### config.mk
export PLATFORM = sky130hd
export DESIGN_NAME = uart_result_server
export DESIGN_NICKNAME = d
export VERILOG_FILES = /design/src/rtl/uart_result_server_pkg.sv /design/src/rtl/result_snapshot_buf.sv /design/src/rtl/uart_result_server.sv
export SDC_FILE = /design/constraint.sdc
export NUM_CORES = 2
export LEC_CHECK = 0
export BUFFER_PORTS_ARGS = -buffer_cell sky130_fd_sc_hd__buf_2
export CAP_MARGIN = 25
export CORE_MARGIN = 10
export CORE_UTILIZATION = 55
export DETAILED_ROUTE_END_ITERATION = 16
export PLACE_DENSITY = 0.76
export SLEW_MARGIN = 10
export SYNTH_ARGS = -nofsm -noshare
export SYNTH_HDL_FRONTEND = slang
export SYNTH_SLANG_ARGS = --single-unit
export TNS_END_PERCENT = 1
### constraint.sdc
create_clock -name clk -period 5.55 [get_ports clk]
set_input_delay 0.2775 -clock clk [delete_from_list [all_inputs] [get_ports clk]]
set_output_delay 0.2775 -clock clk [all_outputs]
set_load 0.01 [all_outputs]
### src/rtl/uart_result_server_pkg.sv
// Shared definitions for the UART result server: default opcodes, frame header,
// FSM state encoding, response kinds and the response-length helper.
package uart_result_server_pkg;

  localparam logic [7:0] DEF_CMD_DIGIT  = 8'hCC;
  localparam logic [7:0] DEF_CMD_SCORES = 8'hCD;
  localparam logic [7:0] DEF_CMD_STATUS = 8'hCE;
  localparam logic [7:0] DEF_CMD_ALL    = 8'hCF;
  localparam logic [7:0] DEF_FRAME_HDR  = 8'hA5;

  typedef enum logic [2:0] {
    ST_IDLE,
    ST_LOAD,
    ST_SEND,
    ST_GAP,
    ST_WAIT,
    ST_DONE
  } state_e;

  typedef enum logic [1:0] {
    RSP_DIGIT,
    RSP_SCORES,
    RSP_STATUS,
    RSP_ALL
  } rsp_e;

  // Number of bytes sent for a response kind, given the raw score byte count.
  function automatic int unsigned resp_len(rsp_e kind, int unsigned n_score_bytes);
    case (kind)
      RSP_SCORES: return n_score_bytes;
      RSP_ALL:    return n_score_bytes + 3;
      default:    return 1;
    endcase
  endfunction

endpackage

### src/rtl/result_snapshot_buf.sv
// Double-buffered result snapshot. The front copy is what gets transmitted;
// results arriving mid-response park in the back copy until the response ends.
module result_snapshot_buf
  import uart_result_server_pkg::*;
#(
  parameter int NUM_CLASSES = 10,
  parameter int SCORE_W     = 32,
  parameter int IDX_W       = 4,
  parameter int SEL_W       = 6
) (
  input  logic                           clk,
  input  logic                           rst,
  input  logic                           i_wr_front,
  input  logic                           i_wr_back,
  input  logic                           i_swap,
  input  logic [IDX_W-1:0]               i_digit,
  input  logic [NUM_CLASSES*SCORE_W-1:0] i_scores,
  input  logic [SEL_W-1:0]               i_byte_idx,
  output logic [7:0]                     o_byte,
  output logic [IDX_W-1:0]               o_digit,
  output logic                           o_pending
);

  localparam int NB = NUM_CLASSES * SCORE_W / 8;

  logic [IDX_W-1:0]               r_front_digit;
  logic [NUM_CLASSES*SCORE_W-1:0] r_front_scores;
  logic [IDX_W-1:0]               r_back_digit;
  logic [NUM_CLASSES*SCORE_W-1:0] r_back_scores;
  logic                           r_pending;
  logic [SEL_W+2:0]               w_bit_off;

  // Capture into front or back, and promote back to front when a response ends.
  always_ff @(posedge clk) begin
    // NOTE: the snapshot registers are cleared on reset on purpose: a scores
    // request before any result must read back as all zeros.
    if (!rst) begin
      r_front_digit  <= '0;
      r_front_scores <= '0;
      r_back_digit   <= '0;
      r_back_scores  <= '0;
      r_pending      <= 1'b0;
    end else begin
      if (i_wr_front) begin
        r_front_digit  <= i_digit;
        r_front_scores <= i_scores;
      end else if (i_swap && r_pending) begin
        r_front_digit  <= r_back_digit;
        r_front_scores <= r_back_scores;
      end
      if (i_wr_back) begin
        r_back_digit  <= i_digit;
        r_back_scores <= i_scores;
        r_pending     <= 1'b1;
      end else if (i_swap) begin
        r_pending <= 1'b0;
      end
    end
  end

  assign w_bit_off = {i_byte_idx, 3'b000};

  // Select score byte i_byte_idx (class 0 first, little-endian per score).
  always_comb begin
    // NOTE: default first so every path assigns o_byte and no latch is inferred.
    o_byte = 8'h00;
    if (32'(i_byte_idx) < NB) o_byte = r_front_scores[w_bit_off +: 8];
  end

  assign o_digit   = r_front_digit;
  assign o_pending = r_pending;

endmodule

### src/rtl/uart_result_server.sv
// UART response engine: decodes host opcodes, walks the response byte by byte
// through uart_tx, keeps the frame checksum and the result counters.
module uart_result_server
  import uart_result_server_pkg::*;
#(
  parameter int         NUM_CLASSES = 10,
  parameter int         SCORE_W     = 32,
  parameter int         IDX_W       = 4,
  parameter logic [7:0] CMD_DIGIT   = DEF_CMD_DIGIT,
  parameter logic [7:0] CMD_SCORES  = DEF_CMD_SCORES,
  parameter logic [7:0] CMD_STATUS  = DEF_CMD_STATUS,
  parameter logic [7:0] CMD_ALL     = DEF_CMD_ALL,
  parameter logic [7:0] FRAME_HDR   = DEF_FRAME_HDR
) (
  input  logic                           clk,
  input  logic                           rst,
  input  logic [7:0]                     rx_data,
  input  logic                           rx_ready,
  input  logic                           result_valid,
  input  logic [IDX_W-1:0]               result_digit,
  input  logic [NUM_CLASSES*SCORE_W-1:0] scores_flat,
  output logic [7:0]                     tx_data,
  output logic                           tx_send,
  input  logic                           tx_busy,
  output logic                           busy,
  output logic                           has_result,
  output logic [7:0]                     result_count
);

  localparam int SB    = SCORE_W / 8;
  localparam int NB    = NUM_CLASSES * SB;
  localparam int CNT_W = $clog2(NB + 3);

  state_e           r_state;
  rsp_e             r_kind;
  logic [CNT_W-1:0] r_cnt;
  logic [CNT_W-1:0] r_last;
  logic [7:0]       r_csum;

  logic             w_cmd_hit;
  rsp_e             w_cmd_kind;
  logic             w_to_back;
  logic             w_to_front;
  logic             w_swap;
  logic [CNT_W-1:0] w_byte_idx;
  logic [7:0]       w_score_byte;
  logic [IDX_W-1:0] w_front_digit;
  logic             w_pending;
  logic [7:0]       w_digit_byte;
  logic [5:0]       w_cnt_sat;
  logic [7:0]       w_byte;

  // A result landing during a response (except its final DONE cycle, where the
  // swap happens) is parked so the frame in flight stays consistent.
  assign w_to_back  = result_valid & busy & (r_state != ST_DONE);
  assign w_to_front = result_valid & ~w_to_back;
  assign w_swap     = (r_state == ST_DONE);
  assign w_byte_idx = (r_kind == RSP_ALL) ? r_cnt - CNT_W'(2) : r_cnt;

  result_snapshot_buf #(
    .NUM_CLASSES (NUM_CLASSES),
    .SCORE_W     (SCORE_W),
    .IDX_W       (IDX_W),
    .SEL_W       (CNT_W)
  ) u_snap (
    .clk        (clk),
    .rst        (rst),
    .i_wr_front (w_to_front),
    .i_wr_back  (w_to_back),
    .i_swap     (w_swap),
    .i_digit    (result_digit),
    .i_scores   (scores_flat),
    .i_byte_idx (w_byte_idx),
    .o_byte     (w_score_byte),
    .o_digit    (w_front_digit),
    .o_pending  (w_pending)
  );

  assign w_digit_byte = has_result ? 8'(w_front_digit) : 8'hFF;
  assign w_cnt_sat    = (result_count > 8'd63) ? 6'd63 : result_count[5:0];

  // Opcode decode; anything unrecognised is simply not a hit.
  always_comb begin
    w_cmd_hit  = 1'b0;
    w_cmd_kind = RSP_DIGIT;
    if (rx_ready) begin
      if (rx_data == CMD_DIGIT) begin
        w_cmd_hit = 1'b1;  w_cmd_kind = RSP_DIGIT;
      end else if (rx_data == CMD_SCORES) begin
        w_cmd_hit = 1'b1;  w_cmd_kind = RSP_SCORES;
      end else if (rx_data == CMD_STATUS) begin
        w_cmd_hit = 1'b1;  w_cmd_kind = RSP_STATUS;
      end else if (rx_data == CMD_ALL) begin
        w_cmd_hit = 1'b1;  w_cmd_kind = RSP_ALL;
      end
    end
  end

  // Byte to send at position r_cnt of the current response.
  always_comb begin
    w_byte = 8'h00;
    case (r_kind)
      RSP_DIGIT:  w_byte = w_digit_byte;
      RSP_SCORES: w_byte = w_score_byte;
      RSP_STATUS: w_byte = {has_result, w_pending, w_cnt_sat};
      RSP_ALL: begin
        if (r_cnt == '0)                w_byte = FRAME_HDR;
        else if (r_cnt == CNT_W'(1))    w_byte = w_digit_byte;
        else if (r_cnt == r_last)       w_byte = r_csum;
        else                            w_byte = w_score_byte;
      end
    endcase
  end

  // Response FSM plus result counters; all outputs are registered.
  always_ff @(posedge clk) begin
    // NOTE: sequential state uses non-blocking assignments only, so every
    // register sees the pre-edge values of the others.
    if (!rst) begin
      r_state      <= ST_IDLE;
      r_kind       <= RSP_DIGIT;
      r_cnt        <= '0;
      r_last       <= '0;
      r_csum       <= 8'h00;
      tx_data      <= 8'h00;
      tx_send      <= 1'b0;
      busy         <= 1'b0;
      has_result   <= 1'b0;
      result_count <= 8'h00;
    end else begin
      tx_send <= 1'b0;
      if (result_valid) begin
        has_result <= 1'b1;
        if (result_count != 8'hFF) result_count <= result_count + 8'd1;
      end
      case (r_state)
        ST_IDLE: begin
          if (w_cmd_hit) begin
            r_kind  <= w_cmd_kind;
            r_cnt   <= '0;
            r_last  <= CNT_W'(resp_len(w_cmd_kind, NB) - 1);
            r_csum  <= 8'h00;
            busy    <= 1'b1;
            r_state <= ST_LOAD;
          end
        end
        ST_LOAD: begin
          tx_data <= w_byte;
          r_csum  <= r_csum ^ w_byte;
          r_state <= ST_SEND;
        end
        ST_SEND: begin
          if (!tx_busy) begin
            tx_send <= 1'b1;
            r_state <= ST_GAP;
          end
        end
        ST_GAP:  r_state <= ST_WAIT;
        ST_WAIT: begin
          if (!tx_busy) begin
            if (r_cnt == r_last) begin
              r_state <= ST_DONE;
            end else begin
              r_cnt   <= r_cnt + CNT_W'(1);
              r_state <= ST_LOAD;
            end
          end
        end
        ST_DONE: begin
          busy    <= 1'b0;
          r_state <= ST_IDLE;
        end
        default: r_state <= ST_IDLE;
      endcase
    end
  end

endmodule

==> impl_metrics.ini <==
[die]
coreArea_sq_um = 56280
ioPinCount = 356
die_w_microns = 258.3
die_h_microns = 258.3
dieArea_sq_um = 66730
initial_core_util = 0.5551
num_rows = 87

[power_and_ir_drop]
powerDensity_nw_per_um2 = 305.2
ir_drop_uv = 248.9
finalPower_mw = 11.84
p_leak_nw = 15.42

[timing]
slew_headroom = 0.1947
max_freq_mhz = 243.0
rsz0062_at_grt = no
slew_violations = 0
setup_viol_count_final = 0
tightest_slew_ns = 1.208
tns_ns = 0
skew_ns = 0.01545
hold_viol_final = 0
post-route-period-util = 0.7415
hold_ws_ns = 0.07945
fin_crit_ns = 4.115

[clocking]
path_clk_slew_ns = 0.06
post_cts_resized = 0
cts_setup_buffers = 0
clock_sinks = 690
numCtsBuffers = 72
cts_root_buf = clkbuf_16
insertion_delay_ns = 0.62
hold_buffers = 328
tritoncts = done
clockBufferDepth = 3
ctsHtreeMaxLevel = 3

[routing]
drtIter0Drc = 3696
dr_total_vias = 30720
ant_nets = 0
drc = 0
via_per_inst = 5.999
met2WireLength_microns = 50190
wl_microns = 110100
dr.pass1.iters = 6
wl_per_cell_microns = 21.49
top_layer_used = met5
met1_length_microns = 44070
wl_met3_microns = 10260

[yosys]
synthMostInstantiatedCell = nand2_1
postSynthAreaPerCell_sq_um = 8.102
ys_warn_count = 0
async_reset_ff_frac = 0
ys_seq_elements = 690
synthTopCellsByArea = dfxtp_1 (44%), nand2_1 (17%), a21boi_0 (8.0%), a311oi_1 (5.3%), o211a_1 (4.5%)
ys_seq_area_frac = 0.4421
syn_inst = 3856
synth_edf_count = 0
synth_ff_type = dfxtp_1
yosys-top-cells-count = nand2_1 (1379), dfxtp_1 (690), a21boi_0 (333), clkbuf_1 (305), nor2_1 (222)
syn_nets = 4199
yosys.area.top_type = dfxtp_1
synth.distinct_cells = 76
synth_area_sq_um = 31240
synth.top_cell.area_share = 0.4421

[placement]
dpl_cell_area_sq_um = 33110
gp_congestion = 0.9658
port-buffer-count = 355
dpl.hpwl_microns = 68770
dp_cells = 4652

[final_layout]
final_cells = 5121
fill_cells = 4356
drive_gt1_frac = 0.1339
syn_to_final_growth_pct = 24.14
finish.net_count = 4641
stdcell_area_sq_um = 38780

[grt]
overflow = 0
grt_antenna_before_repair = 14
grt_usage = 0.3147
grt_pass1_wl_microns = 168100
grt_max_degree = 233
grt_pass1_vias = 28650

[hold_path]
hold_depth = 2
min_path_type = in -> reg
hp-start = result_valid

[setup_path]
critPathMaxStageDelay_ns = 0.93
cp-end-kind = flip-flop
crit_path_start_kind = flip-flop
crit_start = r_kind[0]
worstPathCellList = nand3b_2, nand2_4, buf_4, buf_4, a211oi_1, o21ai_0, a41o_1, a21oi_1, a211oi_1, mux2i_1
cp.arrival_ns = 4.65
worst_r2r_startpoint = r_kind[0]
crit_type = reg -> reg
crit_required_ns = 6.08
crit_path_max_fanout = 51
slowest_stage = dfxtp_1
reg2reg_depth = 10

[run]
maxCapViolCount = 0

[run_status]
outcome = finished, final reports clean
worst paths after layout:
check | endpoint | slack (ns)
worst max-delay path | r_csum[1] | 1.43
worst min-delay path | has_result | 0.08
worst max register to register | r_csum[1] | 1.43
worst min register to register | u_snap.r_back_scores[106] | 0.46
layer usage:
layer / vias up / track usage
met1: 14720 / 0.4089
li1: 14210 / -
met3: 311 / 0.06589
met2: 1480 / 0.4915
met5: - / 0
met4: 8 / 0.1575
registers in the layout, summed over array words and instances, names as in the netlist, 2 cells and up:
name and flops:
r_state 3, r_kind 2, u_snap.r_back_digit 4, result_count 8, tx_data 8, r_csum 8, u_snap.r_front_scores 320, u_snap.r_back_scores 320
r_last 3, r_cnt 6, u_snap.o_digit 4
where the power goes:
group          total (mW)  leakage, nW  internal, mW  switching (mW)
registers            5.59         5.66          5.28           0.311
clock network        4.87         1.16          2.84            2.03
logic                1.38         8.60         0.646           0.736
total                11.8         15.4          8.76            3.08
layout by cell type, fill, tap and decap left out, types with 16 or more instances in the layout:
cell type,instances
a311oi_1,188
buf_2,354
a211oi_1,19
nand2_1,1378
mux2i_1,19
clkbuf_16,75
o21ai_0,18
mux4_2,57
a21oi_1,30
and2_1,19
a21boi_0,333
dfxtp_1,689
dlygate4sd3_1,328
nand3_1,177
clkbuf_1,20
buf_4,16
nor2_1,222
o211a_1,140
and3_1,21
kinds of logic after synthesis:
logic type,Yosys count,synth area share
and+or+nand+nor,1891,0.2443
AOI/OAI and AO/OA,817,0.2126
DFF,690,0.4421
buffers and inverters,353,0.04434
muxes,81,0.04898
xor gates and xnor gates,18,0.005287
adders and majority gates,6,0.002403
cell type report:
type	instances	area [sq um]	area share
multi-input cells	2813	16110	0.4154
clock inverters	24	242.7	0.006259
repair buffers	714	5493	0.1416
flip-flops and latches	690	13820	0.3563
clock buffers	107	2117	0.05459
diodes	10	25.02	0.0006452
well taps	756	945.9	0.02439
inverters	7	31.28	0.0008066
critical path, delay by kind of cell (launching register included):
| kind | cells | cell delay, ns |
|---|---|---|
| AOI/OAI and AO/OA | 5 | 0.99 |
| buffers and inverters | 2 | 0.65 |
| DFF | 1 | 0.93 |
| muxes | 1 | 0.23 |
| and+or+nand+nor | 2 | 1.21 |
through the flow:
step / util / setup slack, ns
final: 0.6891 / 1.435
after global routing: 0.6890 / 1.069
after CTS: 0.6887 / 1.474
after detailed placement: 0.5884 / 1.496
after global placement: 0.5877 / 1.558
after floorplan: - / 2.247
Note: power is estimated with default switching activity, not from simulation.
